File: config.mk
export PLATFORM = sky130hd
export DESIGN_NAME = mul8_seq_ctrl_flat
export DESIGN_NICKNAME = d
export VERILOG_FILES = /design/src/rtl/mul8_seq_pkg.sv /design/src/rtl/mul8_seq_ctrl_if.sv /design/src/rtl/wallace_tree.sv /design/src/rtl/mul8_seq_ctrl.sv /design/src/flat_wrapper.sv
export SDC_FILE = /design/constraint.sdc
export NUM_CORES = 1
export LEC_CHECK = 0
export ABC_AREA = 1
export CORE_MARGIN = 2
export CORE_UTILIZATION = 55
export CTS_CLUSTER_SIZE = 10
export DETAILED_ROUTE_END_ITERATION = 8
export PLACE_DENSITY_LB_ADDON = 0.3
export SYNTH_ARGS = -nofsm -noshare
export SYNTH_HDL_FRONTEND = slang
export SYNTH_SLANG_ARGS = --single-unit
File: constraint.sdc
create_clock -name clk -period 10.5 [get_ports clk]
set_input_delay 2.1 -clock clk [delete_from_list [all_inputs] [get_ports clk]]
set_output_delay 2.1 -clock clk [all_outputs]
set_load 0.05 [all_outputs]
File: src/rtl/mul8_seq_pkg.sv
// Shared definitions for the sequential 8x8 multiplier built on the 4x4 core.
package mul8_seq_pkg;

    localparam int unsigned OP_W   = 8;
    localparam int unsigned NIB_W  = 4;
    localparam int unsigned PROD_W = 16;
    localparam int unsigned STEP_W = 2;

    typedef enum logic [1:0] {
        StIdle = 2'd0,
        StMul  = 2'd1,
        StDone = 2'd2
    } state_t;

    // Step order: low*low, high*low, low*high, high*high.
    localparam logic [STEP_W-1:0] STEP_LL = 2'd0;
    localparam logic [STEP_W-1:0] STEP_HL = 2'd1;
    localparam logic [STEP_W-1:0] STEP_LH = 2'd2;
    localparam logic [STEP_W-1:0] STEP_HH = 2'd3;

    // Left shift applied to the partial product of each step.
    function automatic logic [3:0] step_shift(input logic [STEP_W-1:0] step);
        logic [3:0] sh;
        unique case (step)
            STEP_LL: sh = 4'd0;
            STEP_HL: sh = 4'd4;
            STEP_LH: sh = 4'd4;
            STEP_HH: sh = 4'd8;
            default: sh = 4'd0;
        endcase
        return sh;
    endfunction

endpackage

File: src/rtl/mul8_seq_ctrl_if.sv
// Operand and result handshakes of mul8_seq_ctrl.
interface mul8_seq_ctrl_if;
    import mul8_seq_pkg::*;

    logic              in_valid;
    logic              in_ready;
    logic [OP_W-1:0]   a;
    logic [OP_W-1:0]   b;
    logic              out_valid;
    logic              out_ready;
    logic [PROD_W-1:0] p;

    modport master (
        output in_valid, a, b, out_ready,
        input  in_ready, out_valid, p
    );

    modport slave (
        input  in_valid, a, b, out_ready,
        output in_ready, out_valid, p
    );

endinterface

File: src/rtl/wallace_tree.sv
// Existing purely combinational unsigned 4x4 -> 8 multiplier core.
module wallace_tree (
    input  logic [3:0] x,
    input  logic [3:0] y,
    output logic [7:0] z
);

    // Sum of the four shifted partial-product rows.
    always_comb begin
        z = 8'd0;
        for (int i = 0; i < 4; i++) begin
            z = z + ({4'd0, x & {4{y[i]}}} << i);
        end
    end

endmodule

File: src/rtl/mul8_seq_ctrl.sv
// Sequential unsigned 8x8 multiplier: four passes through a shared 4x4 core,
// accumulating shifted partial products into a 16-bit register.
// Optional macro MUL8_SEQ_ZSKIP_EN: a zero operand skips straight to DONE.
module mul8_seq_ctrl
    import mul8_seq_pkg::*;
(
    input  logic            clk,
    input  logic            rst,
    mul8_seq_ctrl_if.slave  bus
);

    state_t              state_q;
    logic [STEP_W-1:0]   step_q;
    logic [OP_W-1:0]     a_q;
    logic [OP_W-1:0]     b_q;
    logic [PROD_W-1:0]   acc_q;
    logic                in_ready_q;
    logic                out_valid_q;

    logic [NIB_W-1:0]    nib_a;
    logic [NIB_W-1:0]    nib_b;
    logic [2*NIB_W-1:0]  pp;
    logic [PROD_W-1:0]   pp_shifted;
    logic [PROD_W-1:0]   acc_sum;

    // Nibble select for the core, driven from registered operands and step.
    always_comb begin
        nib_a = a_q[NIB_W-1:0];
        nib_b = b_q[NIB_W-1:0];
        unique case (step_q)
            STEP_LL: begin nib_a = a_q[NIB_W-1:0];    nib_b = b_q[NIB_W-1:0];    end
            STEP_HL: begin nib_a = a_q[OP_W-1:NIB_W]; nib_b = b_q[NIB_W-1:0];    end
            STEP_LH: begin nib_a = a_q[NIB_W-1:0];    nib_b = b_q[OP_W-1:NIB_W]; end
            STEP_HH: begin nib_a = a_q[OP_W-1:NIB_W]; nib_b = b_q[OP_W-1:NIB_W]; end
            default: ;
        endcase
    end

    wallace_tree u_core (
        .x (nib_a),
        .y (nib_b),
        .z (pp)
    );

    // Shift the partial product into place and add to the accumulator.
    always_comb begin
        pp_shifted = PROD_W'(pp) << step_shift(step_q);
        acc_sum    = acc_q + pp_shifted;
    end

    // Control FSM with step counter, operand capture and accumulator.
    always_ff @(posedge clk or posedge rst) begin
        if (rst) begin
            state_q     <= StIdle;
            step_q      <= '0;
            a_q         <= '0;
            b_q         <= '0;
            acc_q       <= '0;
            in_ready_q  <= 1'b0;
            out_valid_q <= 1'b0;
        end else begin
            case (state_q)
                StIdle: begin
                    in_ready_q <= 1'b1;
                    if (bus.in_valid && in_ready_q) begin
                        a_q        <= bus.a;
                        b_q        <= bus.b;
                        acc_q      <= '0;
                        step_q     <= STEP_LL;
                        in_ready_q <= 1'b0;
`ifdef MUL8_SEQ_ZSKIP_EN
                        if (bus.a == '0 || bus.b == '0) begin
                            state_q     <= StDone;
                            out_valid_q <= 1'b1;
                        end else begin
                            state_q <= StMul;
                        end
`else
                        state_q <= StMul;
`endif
                    end
                end
                StMul: begin
                    acc_q  <= acc_sum;
                    step_q <= step_q + 1'b1;
                    if (step_q == STEP_HH) begin
                        state_q     <= StDone;
                        out_valid_q <= 1'b1;
                    end
                end
                StDone: begin
                    if (bus.out_ready) begin
                        out_valid_q <= 1'b0;
                        in_ready_q  <= 1'b1;
                        state_q     <= StIdle;
                    end
                end
                default: begin
                    state_q     <= StIdle;
                    in_ready_q  <= 1'b0;
                    out_valid_q <= 1'b0;
                end
            endcase
        end
    end

    // acc only changes in IDLE (cleared) and MUL, so p is stable in DONE.
    assign bus.in_ready  = in_ready_q;
    assign bus.out_valid = out_valid_q;
    assign bus.p         = acc_q;

endmodule
File: src/flat_wrapper.sv
// flat-port wrapper written by rule: the top's interface ports become plain ports
module mul8_seq_ctrl_flat import mul8_seq_pkg::*;
  (clk, rst, bus_in_valid, bus_a, bus_b, bus_out_ready, bus_in_ready, bus_out_valid, bus_p);
  mul8_seq_ctrl_if bus_i ();
  input  logic clk;
  input  logic rst;
  input wire logic [$bits(bus_i.in_valid)-1:0] bus_in_valid;
  input wire logic [$bits(bus_i.a)-1:0] bus_a;
  input wire logic [$bits(bus_i.b)-1:0] bus_b;
  input wire logic [$bits(bus_i.out_ready)-1:0] bus_out_ready;
  output wire logic [$bits(bus_i.in_ready)-1:0] bus_in_ready;
  output wire logic [$bits(bus_i.out_valid)-1:0] bus_out_valid;
  output wire logic [$bits(bus_i.p)-1:0] bus_p;
  assign bus_i.in_valid = bus_in_valid;
  assign bus_i.a = bus_a;
  assign bus_i.b = bus_b;
  assign bus_i.out_ready = bus_out_ready;
  assign bus_in_ready = bus_i.in_ready;
  assign bus_out_valid = bus_i.out_valid;
  assign bus_p = bus_i.p;
  mul8_seq_ctrl u_core (.clk(clk), .rst(rst), .bus(bus_i));
endmodule
==> load_flow_metrics.sql <==
INSERT INTO impl_metrics (metric_group, metric, value, unit) VALUES
('outcome', 'run_status', 'finished clean', ''),
('timing', 'timing.slew.headroom', '42.01', '%'),
('synth', 'post_synth_instance_area', '0.003069', 'mm^2'),
('synth', 'synth-seq-area-share', '30.98', '%'),
('routing', 'post_drt_wl_per_cell', '12.48', 'um'),
('global_routing', 'grt_antenna_before_repair', '0', ''),
('timing', 'holdWs', '0.4962', 'ns'),
('timing', 'clock_period_minus_final_worst_setup_slack', '5.388', 'ns'),
('critical_path', 'worstPathArrival', '5.59', 'ns'),
('routing', 'detailroute.via_count', '2867', ''),
('global_routing', 'grt_met1_use', '36.09', '%'),
('global_routing', 'top_usage_layer', 'met2', ''),
('synth', 'synthFlopType', 'sky130_fd_sc_hd__dfrtp_1', ''),
('clock_network', 'clock-root-buffer', 'sky130_fd_sc_hd__clkbuf_8', ''),
('floorplanning', 'num_rows', '27', ''),
('synth', 'synth_top_area_share', '30.98', '%'),
('cells_and_area', 'area_growth_syn_to_layout', '18.34', '%'),
('global_routing', 'grt_usage', '24.80', '%'),
('clock_network', 'max-clock-path-buffers', '2', ''),
('timing', 'layout_worst_path_cycle_share', '51.31', '%'),
('clock_network', 'clock_sinks', '38', ''),
('synth', 'netlist-cell-type-count', '32', ''),
('cells_and_area', 'nNetsFinal', '538', ''),
('critical_path', 'critPathTopFamily', 'adder cells', ''),
('cells_and_area', 'n_antenna_cell', '0', ''),
('timing', 'grt_setup_unrepaired', 'no', ''),
('clock_network', 'cts-buffers-inserted', '5', ''),
('clock_network', 'cts.reportedPaths.clkPinSlew', '0.09', 'ns'),
('placed_design', 'pre_cts_ws', '5.223', 'ns'),
('placed_design', 'detailedPlacementHpwl', '5.366', 'mm'),
('routing', 'drt_iter0_markers', '177', ''),
('global_routing', 'wire_length_of_the_first_global_routing_pass', '12.13', 'mm'),
('synth', 'yosysTopAreaCell', 'sky130_fd_sc_hd__dfrtp_1', ''),
('floorplanning', 'initial_core_util', '56.43', '%'),
('synth', 'syn-instance-count', '447', ''),
('critical_path', 'startpoint_type', 'flop', ''),
('global_routing', 'gr-usage-met2', '37.61', '%'),
('timing', 'hold_viol_final', '0', ''),
('floorplanning', 'fp.dieArea', '0.006194', 'mm^2'),
('floorplanning', 'die_boundary_width', '78.70', 'um'),
('clock_network', 'count_of_hold_buffers_inserted_by_post_cts_repair', '0', ''),
('timing', 'setup_viol_count_final', '0', ''),
('critical_path', 'critical-path-max-stage-delay', '0.57', 'ns'),
('critical_path', 'required', '10.70', 'ns'),
('floorplanning', 'die_h', '78.70', 'um'),
('timing', 'least_setup_slack_across_all_paths_after_layout', '5.112', 'ns'),
('critical_path', 'worst_path_most_repeated_cell', 'sky130_fd_sc_hd__nand2_1', ''),
('routing', 'drt_drc', '0', ''),
('synth', 'synth.ff_latch_count', '38', ''),
('synth', 'syn_nets', '499', ''),
('clock_network', 'htree_levels', '2', ''),
('global_routing', 'global_route.overflow_total', '0', ''),
('synth', 'synth.most_common_cell', 'sky130_fd_sc_hd__nand2_1', ''),
('cells_and_area', 'drive_gt1_share', '5.133', '%'),
('synth', 'synth-edff-count', '0', ''),
('timing', 'fmax', '0.1856', 'GHz'),
('worst_hold_path', 'min_path_type', 'flop to flop', ''),
('routing', 'route.detailed.vias_per_inst', '5.129', ''),
('floorplanning', 'io_pins', '38', ''),
('placed_design', 'routabilityCongestion', '0.9330', ''),
('clock_network', 'cts.repair.resized', '0', ''),
('critical_path', 'worstPathMaxFanout', '15', ''),
('synth', 'yosys_warnings', '0', ''),
('timing', 'totalNegativeSetupSlack', '0', 'ns'),
('flow_run', 'maxCapViolCount', '0', ''),
('timing', 'worst_clock_skew', '0.01024', 'ns'),
('critical_path', 'timing.setup.critical_path_class', 'flop to flop', ''),
('critical_path', 'crit_buf_inv', '4', ''),
('routing', 'drtPass1Iterations', '5', ''),
('cells_and_area', 'nFillCells', '493', ''),
('synth', 'ys_async_sr_fraction', '100.0', '%');
-- area by class of cell --
cell class | count | area, um^2 | area share (%)
Tap cell | 72 | 90.09 | 2.480
Multi-Input combinational cell | 336 | 1824 | 50.22
Clock buffer | 5 | 68.82 | 1.895
Clock inverter | 3 | 68.82 | 1.895
Inverter | 67 | 251.5 | 6.924
Sequential cell | 38 | 950.9 | 26.18
Timing Repair Buffer | 38 | 377.9 | 10.40
-- cells by family (layout without fill, tap and decap cells) --
group,after synthesis,after routing,synth area share (%)
AOI/OAI and AO/OA,57,57,10.15
xor gates and xnor gates,6,6,1.712
adders and majority gates,32,32,14.51
buffers and inverters,73,113,9.580
DFF,38,38,30.98
and+or+nand+nor,241,241,33.06
-- state kept, by name, summed over array words and instances (netlist names) --
register / flops
u_core.step_q: 2
u_core.bus.p: 16
u_core.state_q: 2
u_core.b_q: 8
u_core.bus.in_ready: 1
u_core.a_q: 8
u_core.bus.out_valid: 1
-- cell usage in the layout, fill, tap and decap left out, types with 5 or more instances in the layout --
cell / synthesis / layout
sky130_fd_sc_hd__a21oi_1: 16 / 16
sky130_fd_sc_hd__clkbuf_8: 0 / 5
sky130_fd_sc_hd__clkdlybuf4s50_1: 0 / 37
sky130_fd_sc_hd__dfrtp_1: 38 / 38
sky130_fd_sc_hd__fa_1: 6 / 6
sky130_fd_sc_hd__ha_1: 26 / 26
sky130_fd_sc_hd__inv_1: 64 / 64
sky130_fd_sc_hd__nand2_1: 166 / 166
sky130_fd_sc_hd__nand3_1: 20 / 20
sky130_fd_sc_hd__nor2_1: 33 / 33
sky130_fd_sc_hd__o21ai_0: 26 / 26
sky130_fd_sc_hd__o21ai_1: 5 / 5
-- worst min-delay path, delay by kind of cell, from the launching register on --
family / cells / cell delay [ns]
flops: 1 / 0.36
simple gates: 2 / 0.11
-- stage by stage --
stage	utilization (%)	std cells	cell area (um^2)
after floorplan	-	447	3069
after global placement	64.25	551	3495
after detailed placement	64.25	551	3495
after CTS	66.78	559	3632
after global routing	66.78	559	3632
final	66.78	559	3632
-- routing by layer --
layer / wire (um) / share of wire, % / vias to the layer above
met5: 0 / 0 / -
met4: 86 / 1.2 / 0
met3: 399 / 5.7 / 8
met2: 2980 / 43 / 79
met1: 3508 / 50 / 1292
li1: - / - / 1488
-- path summary, 6_finish.rpt --
check | depth (start not counted) | slack, ns | end | from
min | 2 | 0.50 | u_core.a_q[2]$_DFFE_PP0P_ | u_core.a_q[2]$_DFFE_PP0P_
min in group asynchronous | 3 | 2.23 | u_core.bus.p[10]$_DFFE_PP0P_ | rst
min reg2reg | 2 | 0.50 | u_core.a_q[2]$_DFFE_PP0P_ | u_core.a_q[2]$_DFFE_PP0P_
max | 27 | 5.11 | u_core.bus.p[11]$_DFFE_PP0P_ | u_core.step_q[0]$_DFFE_PP0P_
max in group asynchronous | 3 | 7.94 | u_core.bus.p[15]$_DFFE_PP0P_ | rst
max reg2reg | 27 | 5.11 | u_core.bus.p[11]$_DFFE_PP0P_ | u_core.step_q[0]$_DFFE_PP0P_
Power is not shown: default switching activity piles up to over one toggle a cycle in this logic, so the estimate is an artifact.
